`src/rtl/star_vector_accumulator_pkg.sv`:
```
// Shared STAR datapath types: element/vector types, accumulator FSM states.
// Sizing comes from `MAX_EMBEDDING_DIM, `EXPMUL_VEC_I and `EXPMUL_VEC_F.
`ifndef MAX_EMBEDDING_DIM
`define MAX_EMBEDDING_DIM 4
`endif
`ifndef EXPMUL_VEC_I
`define EXPMUL_VEC_I 8
`endif
`ifndef EXPMUL_VEC_F
`define EXPMUL_VEC_F 8
`endif

package star_vector_accumulator_pkg;

    localparam int VEC_LEN    = `MAX_EMBEDDING_DIM;
    localparam int DATA_WIDTH = `EXPMUL_VEC_I + `EXPMUL_VEC_F;

    typedef logic signed [DATA_WIDTH-1:0] star_elem_t;

    // Element 0 carries p (or l after accumulation), 1..VEC_LEN the p*V terms.
    typedef star_elem_t [VEC_LEN:0] STAR_VECTOR_T;

    typedef enum logic {
        ACCUM = 1'b0,
        EMIT  = 1'b1
    } STAR_ACC_STATE_T;

endpackage

```
`src/rtl/star_vector_accumulator_if.sv`:
```
// Row-in / vector-out handshake bundle of the STAR vector accumulator.
// The accumulator uses the slave view; its environment uses the master view.
interface star_vector_accumulator_if;
    import star_vector_accumulator_pkg::*;

    logic         vld_in;
    logic         rdy_out;
    logic         last_in;
    STAR_VECTOR_T vec_in;
    logic         vld_out;
    logic         rdy_in;
    STAR_VECTOR_T vec_out;

    modport master (
        output vld_in, last_in, vec_in, rdy_in,
        input  rdy_out, vld_out, vec_out
    );

    modport slave (
        input  vld_in, last_in, vec_in, rdy_in,
        output rdy_out, vld_out, vec_out
    );

endinterface

```
`src/rtl/star_vector_accumulator_elem_adder.sv`:
```
// star_elem_adder: one accumulator lane, load-or-add on enable.
// With STAR_ACC_SATURATE_EN the add clamps and reports the clamp on sat_hit.
module star_elem_adder #(
    parameter int DATA_W = 16
) (
    input  logic                     clk,
    input  logic                     rst,
    input  logic                     en,
    input  logic                     load,
    input  logic signed [DATA_W-1:0] din,
    output logic signed [DATA_W-1:0] acc_out
`ifdef STAR_ACC_SATURATE_EN
    ,
    output logic                     sat_hit
`endif
);

    logic signed [DATA_W-1:0] acc_p1;
    logic signed [DATA_W:0]   sum_p0;
    logic signed [DATA_W-1:0] nxt_p0;

`ifdef STAR_ACC_SATURATE_EN
    function automatic logic sum_ovf(input logic signed [DATA_W:0] s);
        return s[DATA_W] ^ s[DATA_W-1];
    endfunction

    function automatic logic signed [DATA_W-1:0] sat_clip(input logic signed [DATA_W:0] s);
        if (sum_ovf(s))
            return s[DATA_W] ? {1'b1, {(DATA_W-1){1'b0}}} : {1'b0, {(DATA_W-1){1'b1}}};
        return s[DATA_W-1:0];
    endfunction
`endif

    // Stage p0: one guard bit makes the overflow test a sign-bit compare
    assign sum_p0 = {acc_p1[DATA_W-1], acc_p1} + {din[DATA_W-1], din};

`ifdef STAR_ACC_SATURATE_EN
    assign nxt_p0  = sat_clip(sum_p0);
    assign sat_hit = en & ~load & sum_ovf(sum_p0);
`else
    assign nxt_p0  = sum_p0[DATA_W-1:0];
`endif

    // Stage p1: accumulator register
    always_ff @(posedge clk or negedge rst) begin
        if (!rst)
            acc_p1 <= '0;
        else if (en)
            acc_p1 <= load ? din : nxt_p0;
    end

    assign acc_out = acc_p1;

endmodule

```
`src/rtl/star_vector_accumulator.sv`:
```
// STAR vector accumulator: sums weighted rows of a tile and hands the total downstream.
// Optional STAR_ACC_SATURATE_EN: saturating adds plus sticky sat_flag_out.
module star_vector_accumulator
    import star_vector_accumulator_pkg::*;
#(
    parameter  int MAX_KEYS = 64,
    localparam int CNT_W    = $clog2(MAX_KEYS + 1)
) (
    input  logic                     clk,
    input  logic                     rst,
    star_vector_accumulator_if.slave bus,
    output logic [CNT_W-1:0]         key_cnt_out
`ifdef STAR_ACC_SATURATE_EN
    ,
    output logic                     sat_flag_out
`endif
);

    STAR_ACC_STATE_T          state_p1;
    STAR_ACC_STATE_T          state_nxt;
    logic [CNT_W-1:0]         key_cnt_p1;
    logic                     rdy;
    logic                     vld;
    logic                     accept;
    logic                     load;
    logic                     tile_end;
    logic                     handshake;
    logic signed [DATA_WIDTH-1:0] acc_p1 [0:VEC_LEN];

    assign accept    = bus.vld_in & rdy;
    assign load      = (key_cnt_p1 == '0);
    // A full tile ends regardless of last_in
    assign tile_end  = accept & (bus.last_in | (key_cnt_p1 == CNT_W'(MAX_KEYS - 1)));
    assign handshake = vld & bus.rdy_in;

    always_ff @(posedge clk or negedge rst) begin
        if (!rst)
            state_p1 <= ACCUM;
        else
            state_p1 <= state_nxt;
    end

    always_comb begin
        state_nxt = state_p1;
        case (state_p1)
            ACCUM:   if (tile_end)   state_nxt = EMIT;
            EMIT:    if (bus.rdy_in) state_nxt = ACCUM;
            default: state_nxt = ACCUM;
        endcase
    end

    always_comb begin
        rdy = 1'b1;
        vld = 1'b0;
        case (state_p1)
            ACCUM:   begin rdy = 1'b1; vld = 1'b0; end
            EMIT:    begin rdy = 1'b0; vld = 1'b1; end
            default: begin rdy = 1'b1; vld = 1'b0; end
        endcase
    end

    always_ff @(posedge clk or negedge rst) begin
        if (!rst)
            key_cnt_p1 <= '0;
        else if (handshake)
            key_cnt_p1 <= '0;
        else if (accept)
            key_cnt_p1 <= key_cnt_p1 + CNT_W'(1);
    end

`ifdef STAR_ACC_SATURATE_EN
    logic sat_hit [0:VEC_LEN];
    logic sat_any;
    logic sat_flag_p1;

    always_comb begin
        sat_any = 1'b0;
        for (int i = 0; i <= VEC_LEN; i++)
            sat_any = sat_any | sat_hit[i];
    end

    always_ff @(posedge clk or negedge rst) begin
        if (!rst)
            sat_flag_p1 <= 1'b0;
        else if (handshake)
            sat_flag_p1 <= 1'b0;
        else if (sat_any)
            sat_flag_p1 <= 1'b1;
    end

    assign sat_flag_out = sat_flag_p1;
`endif

    // Stage p1: lane registers; the first beat of a tile loads instead of adding
    for (genvar g = 0; g <= VEC_LEN; g++) begin : g_lane
        star_elem_adder #(
            .DATA_W (DATA_WIDTH)
        ) u_add (
            .clk     (clk),
            .rst     (rst),
            .en      (accept),
            .load    (load),
            .din     (bus.vec_in[g]),
            .acc_out (acc_p1[g])
`ifdef STAR_ACC_SATURATE_EN
            ,
            .sat_hit (sat_hit[g])
`endif
        );
    end

    always_comb begin
        bus.vec_out = '0;
        for (int i = 0; i <= VEC_LEN; i++)
            bus.vec_out[i] = acc_p1[i];
    end

    assign bus.rdy_out  = rdy;
    assign bus.vld_out  = vld;
    assign key_cnt_out  = key_cnt_p1;

endmodule

```
`src/flat_wrapper.sv`:
```
// flat-port wrapper written by rule: the top's interface ports become plain ports
module star_vector_accumulator_flat import star_vector_accumulator_pkg::*;
#(
    parameter  int MAX_KEYS = 64,
    localparam int CNT_W    = $clog2(MAX_KEYS + 1)
)
  (clk, rst, key_cnt_out, bus_vld_in, bus_last_in, bus_vec_in, bus_rdy_in, bus_rdy_out, bus_vld_out, bus_vec_out);
  star_vector_accumulator_if bus_i ();
  input  logic clk;
  input  logic rst;
  output logic [CNT_W-1:0] key_cnt_out;
  input wire logic [$bits(bus_i.vld_in)-1:0] bus_vld_in;
  input wire logic [$bits(bus_i.last_in)-1:0] bus_last_in;
  input wire logic [$bits(bus_i.vec_in)-1:0] bus_vec_in;
  input wire logic [$bits(bus_i.rdy_in)-1:0] bus_rdy_in;
  output wire logic [$bits(bus_i.rdy_out)-1:0] bus_rdy_out;
  output wire logic [$bits(bus_i.vld_out)-1:0] bus_vld_out;
  output wire logic [$bits(bus_i.vec_out)-1:0] bus_vec_out;
  assign bus_i.vld_in = bus_vld_in;
  assign bus_i.last_in = bus_last_in;
  assign bus_i.vec_in = bus_vec_in;
  assign bus_i.rdy_in = bus_rdy_in;
  assign bus_rdy_out = bus_i.rdy_out;
  assign bus_vld_out = bus_i.vld_out;
  assign bus_vec_out = bus_i.vec_out;
  star_vector_accumulator #(.MAX_KEYS(MAX_KEYS)) u_core (.clk(clk), .rst(rst), .bus(bus_i), .key_cnt_out(key_cnt_out));
endmodule
```
`config.mk`:
```
export PLATFORM = sky130hd
export DESIGN_NAME = star_vector_accumulator_flat
export DESIGN_NICKNAME = d
export VERILOG_FILES = /design/src/rtl/star_vector_accumulator_pkg.sv /design/src/rtl/star_vector_accumulator_if.sv /design/src/rtl/star_vector_accumulator_elem_adder.sv /design/src/rtl/star_vector_accumulator.sv /design/src/flat_wrapper.sv
export SDC_FILE = /design/constraint.sdc
export NUM_CORES = 1
export LEC_CHECK = 0
export CAP_MARGIN = 20
export CORE_MARGIN = 2
export CORE_UTILIZATION = 51
export DETAILED_ROUTE_END_ITERATION = 8
export GPL_TIMING_DRIVEN = 0
export PLACE_DENSITY = 0.79
export SYNTH_ARGS = -nofsm -noshare
export SYNTH_HDL_FRONTEND = slang
export SYNTH_SLANG_ARGS = --single-unit
```
`constraint.sdc`:
```
create_clock -name clk -period 3.7 [get_ports clk]
set_input_delay 0.555 -clock clk [delete_from_list [all_inputs] [get_ports clk]]
set_output_delay 0.555 -clock clk [all_outputs]
set_load 0.02 [all_outputs]
```
Yosys cells after proc, flatten, opt, wreduce, memory -nomap -nowiden
Cells that the tools add are included.
{"block": "word_totals", "regBits": 88, "output_inout_bits": 89, "elab_cells": 33}
{"block": "op_classes", "add_sub_neg": 6, "eq_ne": 1, "muxes": 12, "n_bitwise": 5, "n_reduce_logical": 2}
{"cell": "$add A16 B16 Y16", "n": 5}
{"cell": "$mux W16", "n": 5}
{"cell": "$mux W7", "n": 2}
{"cell": "$add A7 B1 Y7 const B", "n": 1}
{"cell": "$eq A7 B6 Y1 const B", "n": 1}
{"cell": "$logic_not A7 Y1", "n": 1}
{"cell": "$pmux W1 S2", "n": 3}
{"cell": "$and A1 B1 Y1", "n": 3}
{"cell": "$mux W1", "n": 2}
{"cell": "$reduce_bool A2 Y1", "n": 1}
{"cell": "$not A1 Y1", "n": 1}
{"cell": "$or A1 B1 Y1", "n": 1}

Longest topological paths before layout
Gate-level depths: netlist of the first run.
{"block": "depth", "ltp_word": 6, "mapped_depth": 10, "ltp_nobuf": 10}

Modules after synthesis
A second synthesis of the first run with hierarchy kept.
{"block": "hier_totals", "cells_unflattened": 917, "hier_area_um2": 7867.5}
{"module": "star_elem_adder at u_core.g_lane[1].u_add ...", "n_inst": 2, "cells_per_inst": 187, "area_each_um2": 1559.0, "seq_area_each_um2": 400.4}
{"module": "star_elem_adder at u_core.g_lane[3].u_add ...", "n_inst": 2, "cells_per_inst": 162, "area_each_um2": 1421.4, "seq_area_each_um2": 400.4}
{"module": "star_elem_adder at u_core.g_lane[0].u_add", "n_inst": 1, "cells_per_inst": 176, "area_each_um2": 1472.7, "seq_area_each_um2": 400.4}
{"module": "star_vector_accumulator", "n_inst": 1, "cells_per_inst": 43, "area_each_um2": 434.2, "seq_area_each_um2": 200.2}

Least setup slack after synthesis of the first run
Ideal clock, no wire load.
{"block": "synth_path", "kind": "input to register", "startpoint": "input port bus_vec_in[0]", "endpoint": "register u_core.g_lane[0].u_add.acc_p1[14]", "arrival_ns": 2.611, "required_ns": 3.623, "path_slack_ns": 1.012, "cell_stages": 10, "cell_sequence": "ha_1 > fa_1 > a21o_1 > a21oi_2 > o21bai_1 > a2111o_1 > nand2_1 > o211ai_1 > mux2_1 > a21oi_1"}
{"block": "synth_between", "elab_chain_len": 2}
{"element": "start, declared", "line_no": "flat_wrapper.sv:14", "rtl": "input wire logic [$bits(bus_i.vec_in)-1:0] bus_vec_in;"}
{"element": "$add A16 B16 Y16", "line_no": "star_vector_accumulator_elem_adder.sv:35", "rtl": "assign sum_p0 = {acc_p1[DATA_W-1], acc_p1} + {din[DATA_W-1], din};"}
{"element": "$mux W16", "line_no": "star_vector_accumulator_elem_adder.sv:49", "rtl": "acc_p1 <= load ? din : nxt_p0;"}
{"element": "end signal, assigned", "line_no": "star_vector_accumulator_elem_adder.sv:49"}
{"element": "end, declared", "line_no": "star_vector_accumulator_elem_adder.sv:18", "rtl": "logic signed [DATA_W-1:0] acc_p1;"}
No other way between the ends.
A chain may end at the register's enable or synchronous reset.

Final worst setup path of the first run
{"block": "layout_path", "startpoint": "input port bus_vec_in[64]", "endpoint": "register u_core.g_lane[4].u_add.acc_p1[14]"}
{"block": "layout_between", "elab_chain_len": 2}
{"element": "$add A16 B16 Y16", "line_no": "star_vector_accumulator_elem_adder.sv:35"}
{"element": "$mux W16", "line_no": "star_vector_accumulator_elem_adder.sv:49"}
{"element": "end signal, assigned", "line_no": "star_vector_accumulator_elem_adder.sv:49"}
{"element": "end, declared", "line_no": "star_vector_accumulator_elem_adder.sv:18"}
No other way between the ends.

==> results.json, run 1 <==
{
  "status": "complete, no violations",
  "path_max_fanout": 3,
  "timing_hold_violations_final": 0,
  "maxCapViolations": 0,
  "rows": 43,
  "diodes": 0,
  "via_count": 7633,
  "fin_ws_ps": 655,
  "initial_utilization_pct": 52.5,
  "clk_pin_slew_ps": 70,
  "startpoint_type": "input port",
  "synth_nets": 1083,
  "postCtsResizedCells": 0,
  "grt_start_max_net_pins": 48,
  "drt_wl_total_mm": 23.2,
  "required_ps": 3940,
  "syn_area_mm2": 0.00735,
  "crit_slowest_cell": "clkdlybuf4s50_1",
  "skew_ps": 8.65,
  "antenna_found_initial": 0,
  "drive_above_1_share_pct": 2.44,
  "port_buffers": 173,
  "synthDistinctLibCells": 58,
  "yosys.area.top_type": "dfrtp_1",
  "die_y_um": 124,
  "gp_congestion": 0.952,
  "worstMarginPinSlew_ps": 758,
  "cts_made_buffers": 9,
  "io_pins": 174,
  "design_area_mm2": 0.00963,
  "critical_path_class": "in -> reg",
  "setup_viol": 0,
  "synth_edf_count": 0,
  "ys_warn_count": 0,
  "slew_viol_final": 0,
  "critical_path.top_delay_family": "compound AO/OA/AOI/OAI gates",
  "dieArea_mm2": 0.0154,
  "synth_flop_cell": "dfrtp_1",
  "synthTopCellsByArea": "dfrtp_1, ha_1, nand2_1, a21oi_1, nor2_1",
  "gr-usage-all-layers_pct": 31.1,
  "leakage_nw": 4.23,
  "ys_seq_area_share_pct": 30.0,
  "synthCells": 916,
  "critPathLaunch": "bus_vec_in[64]",
  "slew_headroom_pct": 49.5,
  "grt_pass1_vias": 7378,
  "p_total_mw": 9.04,
  "synth_most_common_cell": "nand2_1",
  "cts_tree": "yes",
  "dp_hpwl_mm": 17.2,
  "ys_top_cells_by_count": "nand2_1, nor2_1, a21oi_1",
  "fmax_mhz": 328,
  "path_buf_inv": 1,
  "drt_iter0_drc": 598,
  "nNetsFinal": 1268,
  "placed_cell_area_mm2": 0.00933,
  "ant_nets": 0,
  "layoutNonFillerInstCount": 1286,
  "cts_root_buf": "clkbuf_16",
  "r2r-start": "u_core.key_cnt_out[0]",
  "fill_cells": 1212,
  "critical_path.max_stage_delay_ps": 440,
  "synth.ff_latch_count": 88,
  "post-place-ws_ps": 312,
  "cts_sinks": 88,
  "rsz0062_at_grt": "no",
  "cts_setup_buffers": 0,
  "grt_pass1_wl_mm": 36.9,
  "synth_top_area_share_pct": 30.0,
  "postSynthAreaPerCell_um2": 8.02,
  "vias_per_cell": 5.94,
  "post-route-util_pct": 68.9,
  "area_delta_synth_final_pct": 31.0,
  "peakVddDrop_uv": 461,
  "cts_max_level": 3,
  "worstSetupEndpointType": "flop",
  "synthArstFlopShare_pct": 100,
  "avgRoutedWirePerCell_um": 18.0,
  "min_period_over_period_pct": 82.3,
  "pwr_density_cell_mw_per_mm2": 939,
  "crit_top_cell": "a21oi_1",
  "hp-class": "in -> async",
  "overflow": 0,
  "dieWidth_um": 124,
  "path_cells": "clkdlybuf4s50_1, ha_1, fa_1, a21oi_1, o2111ai_1, o211ai_1, o21ai_1, a311o_1, a21oi_1, mux2i_1, nand3_1",
  "clk_latency_ps": 360,
  "drc": 0,
  "period_needed_ps": 3050,
  "dp.cells": 1270,
  "arrival_ps": 3290,
  "core_mm2": 0.0140,
  "drtPass1Iterations": 5,
  "clk_path_buf_depth": 2,
  "hold_buffers": 0
}
[per-stage QoR]
step                hold slack, ps  setup TNS (ps)
floorplan                      259               0
global placement               495         -129140
CTS                            225               0
detailed placement             503               0
global route                   250               0
finish                         194               0
[cells by family (layout without fill, tap and decap cells)]
kind of cell               Yosys count  after routing  synth area share (%)
and+or+nand+nor                    331            331                  19.9
xor gates and xnor gates            54             54                  6.43
adders and majority gates           82             82                  14.5
muxes                                9              9                  1.26
buffers and inverters               59            249                  3.01
DFF                                 88             88                  30.0
AOI/OAI and AO/OA                  293            293                  24.9
[area by class of cell]
| cell class | count | area (um^2) | share of cell area, % |
|---|---|---|---|
| clock inverter | 3 | 40.0 | 0.416 |
| multi-input combinational | 769 | 4930 | 51.1 |
| buffer | 39 | 146 | 1.52 |
| tap | 180 | 225 | 2.34 |
| inverter | 20 | 75.1 | 0.779 |
| clock buffer | 13 | 260 | 2.70 |
| timing repair buffer | 174 | 1760 | 18.2 |
| sequential | 88 | 2200 | 22.9 |
[final timing paths]
kind	cells past startpoint	end	slack, ps
min in group clk	2	u_core.g_lane[0].u_add.acc_out[6]	510
hold reg to reg	2	u_core.g_lane[0].u_add.acc_out[6]	510
hold / removal	1	u_core.g_lane[2].u_add.acc_out[0]	190
setup / recovery	11	u_core.g_lane[4].u_add.acc_out[14]	650
max in group asynchronous	2	u_core.g_lane[0].u_add.acc_out[15]	2850
setup reg to reg	8	u_core.g_lane[2].u_add.acc_out[3]	850
[sequential cells by signal (all words and copies together) (netlist names)]
| signal | cells |
|---|---|
| u_core.key_cnt_out | 7 |
| u_core.g_lane.u_add.acc_out | 80 |
| u_core.state_p1 | 1 |
[cell usage in the layout (no fill, tap or decap), drive strengths merged, types with 6 or more instances in the layout]
cell type      netlist  routed
nand2              123     123
dfrtp               88      88
a211oi              12      12
and3                21      21
xnor2               37      37
ha                  77      77
nand3               24      24
xor2                17      17
clkdlybuf4s50        0     172
inv                 20      20
a21o                28      28
o21bai              12      12
o21ai               76      76
clkbuf              35      48
mux2i                7       7
a21oi               94      94
nand4                6       6
nor3                20      20
buf                  4       6
nor2               105     105
a31oi               32      32
[metal layers]
metal  vias up  GRT usage [%]  share of wire (%)
met4         0           11.2                2.6
met5         -              0                  0
li1       3684              -                  -
met3        41           4.72                8.3
met2       312           50.9                 46
met1      3596           41.9                 43
[worst register-to-register path, stage by stage, from the launching register on]
cell and delay (ps):
dfrtp_1 430, inv_1 80, ha_1 160, and4b_1 190
clkbuf_1 400, clkbuf_1 520, clkbuf_1 640, a21oi_1 150
o21ai_0 190
[where the power goes]
part           total, mW  leakage, nW  internal (mW)  switching [mW]
registers           1.87         1.06           1.41           0.455
logic               6.20         3.03           2.72            3.48
clock network      0.976        0.150          0.560           0.416
total               9.04         4.23           4.69            4.35
(Power assumes the default switching activity.)
==> inputs of run 2 (changes only) <==
- CORE_UTILIZATION: 51 -> 46
- PLACE_DENSITY: 0.79 -> 0.75
- clock period: 3.7 -> 2.8 ns (I/O delays scaled with it)
==> run 2 against run 1 <==
Effect of this change:
- clock skew is 1.2 ps lower
- register-to-register slack worse by 760 ps
- design area is 1.8% higher
- combinational power is 37% higher
- sequential share of layout area is 0.41 points lower
- worst hold slack worse by 130 ps
- final cell count is 3.2% higher
- via count is 0.33% higher
- critical endpoint is now u_core.g_lane[1].u_add.acc_out[10]
- largest cell class unchanged
==> results.json, run 2 (synthesis gave the netlist of run 1 again) <==
{
  "largest_reg_flops": 80,
  "finalSetupTns_ps": 0,
  "path_max_fanout": 10,
  "fill_cells": 1442,
  "final_cell_mix": "clkdlybuf4s50_1, nand2_1, nor2_1",
  "required_ps": 3060,
  "peakVddDrop_uv": 699,
  "grt_start_max_net_pins": 49,
  "status": "complete, no violations",
  "cts_sinks": 88,
  "r2r_cells": 8,
  "worstMarginPinSlew_ps": 767,
  "gr-usage-all-layers_pct": 27.8,
  "drt_iter0_drc": 530,
  "period_needed_ps": 2710,
  "initial_utilization_pct": 46.6,
  "maxCapViolations": 0,
  "gp_congestion": 0.905,
  "worstSetupEndpointType": "flop",
  "arrival_ps": 2980,
  "timing_hold_violations_final": 0,
  "grt_pass1_vias": 7170,
  "antenna_found_initial": 0,
  "die_y_um": 130,
  "overflow": 0,
  "port_buffers": 173,
  "cts_made_buffers": 9,
  "area_delta_synth_final_pct": 33.4,
  "vias_per_cell": 5.77,
  "dp_hpwl_mm": 17.5,
  "cts_max_level": 3,
  "via_count": 7658,
  "io_pins": 174,
  "slew_headroom_pct": 48.8,
  "leakage_nw": 4.29,
  "r2r-start": "u_core.key_cnt_out[0]",
  "slew_viol_final": 0,
  "clk_latency_ps": 350,
  "startpoint_type": "flop",
  "nNetsFinal": 1273,
  "setup_viol": 0,
  "hp-class": "in -> async",
  "drc": 0,
  "core_mm2": 0.0158,
  "cts_tree": "yes",
  "grt_pass1_wl_mm": 36.6,
  "diodes": 0,
  "cts_root_buf": "clkbuf_16",
  "clk_path_buf_depth": 2,
  "drive_above_1_share_pct": 5.13,
  "pwr_density_cell_mw_per_mm2": 1240,
  "dieWidth_um": 130,
  "fmax_mhz": 369,
  "drtPass1Iterations": 5,
  "clk_pin_slew_ps": 70,
  "p_total_mw": 12.1,
  "rows": 46,
  "critical_path_class": "reg -> reg",
  "dieArea_mm2": 0.0170,
  "ant_nets": 0,
  "drt_wl_total_mm": 24.1,
  "skew_ps": 7.47,
  "regToRegEndpoint": "u_core.g_lane[1].u_add.acc_out[10]",
  "avgRoutedWirePerCell_um": 18.1,
  "final_common_cell": "clkdlybuf4s50_1",
  "min_period_over_period_pct": 96.9,
  "r2r_slack_ps": 90
}
run 2: stage by stage:
step / util (%) / hold WS [ps] / cells / worst slack (ps) / instance area (um^2)
after CTS: 61.3 / 82.8 / 1322 / -30.0 / 9660
after global routing: 62.2 / 107 / 1327 / -16.3 / 9810
after detailed placement: 59.5 / 456 / 1306 / -473 / 9380
after floorplan: - / 124 / 916 / 154 / 7350
final: 62.2 / 60.0 / 1327 / 86.8 / 9810
after global placement: 59.3 / 495 / 1305 / -2270 / 9350
run 2: worst max-delay path: stages (launching register included):
cell	delay, ps
dfrtp_1	450
inv_1	90
ha_1	170
and4b_1	190
clkbuf_1	420
clkbuf_1	570
clkbuf_2	440
a21oi_1	110
o21ai_0	170
run 2: per-layer routing:
metal,global-route usage (%),share of wire [%],vias to the layer above
li1,-,-,3696
met1,36.5,43,3634
met2,47.0,47,295
met3,5.09,7.2,33
met4,8.45,2.1,0
met5,0,0,-
run 2: worst max-delay path by stage:
stage / startpoint / to / cells after the start / slack (ps)
floorplan: u_core.g_lane[0].u_add.acc_out[0] / u_core.g_lane[0].u_add.acc_out[14] / 10 / 150
global route: bus_vec_in[64] / u_core.g_lane[4].u_add.acc_out[14] / 11 / -20
detailed placement: bus_vec_in[64] / u_core.g_lane[4].u_add.acc_out[14] / 11 / -470
finish: u_core.key_cnt_out[0] / u_core.g_lane[1].u_add.acc_out[10] / 8 / 90
CTS: bus_vec_in[64] / u_core.g_lane[4].u_add.acc_out[14] / 11 / -30
global placement: rst / u_core.g_lane[0].u_add.acc_out[6] / 1 / -2270
run 2: what timing repair did:
item / 4_1_cts / 5_1_grt
hold buffers: 0 / 0
buffers inserted: 0 / 5
gates resized for setup: 7 / 26
pin swaps: 5 / 10
setup endpoints to repair: 28 / 25
run 2: where the power goes:
part | internal, mW | total, mW | switching (mW)
registers | 1.86 | 2.46 | 0.600
clock network | 0.625 | 1.15 | 0.529
logic | 3.74 | 8.49 | 4.75
total | 6.23 | 12.1 | 5.88
run 2: final cells by class:
cell class              count  area [um^2]  area share (%)
repair buffers            179         1800            18.3
plain buffers              39          153            1.56
clock inverters             3         17.5           0.179
well taps                 216          270            2.76
clock buffers              13          250            2.55
flip-flops and latches     88         2200            22.5
inverters                  20         75.1           0.766
multi-input cells         769         5040            51.4
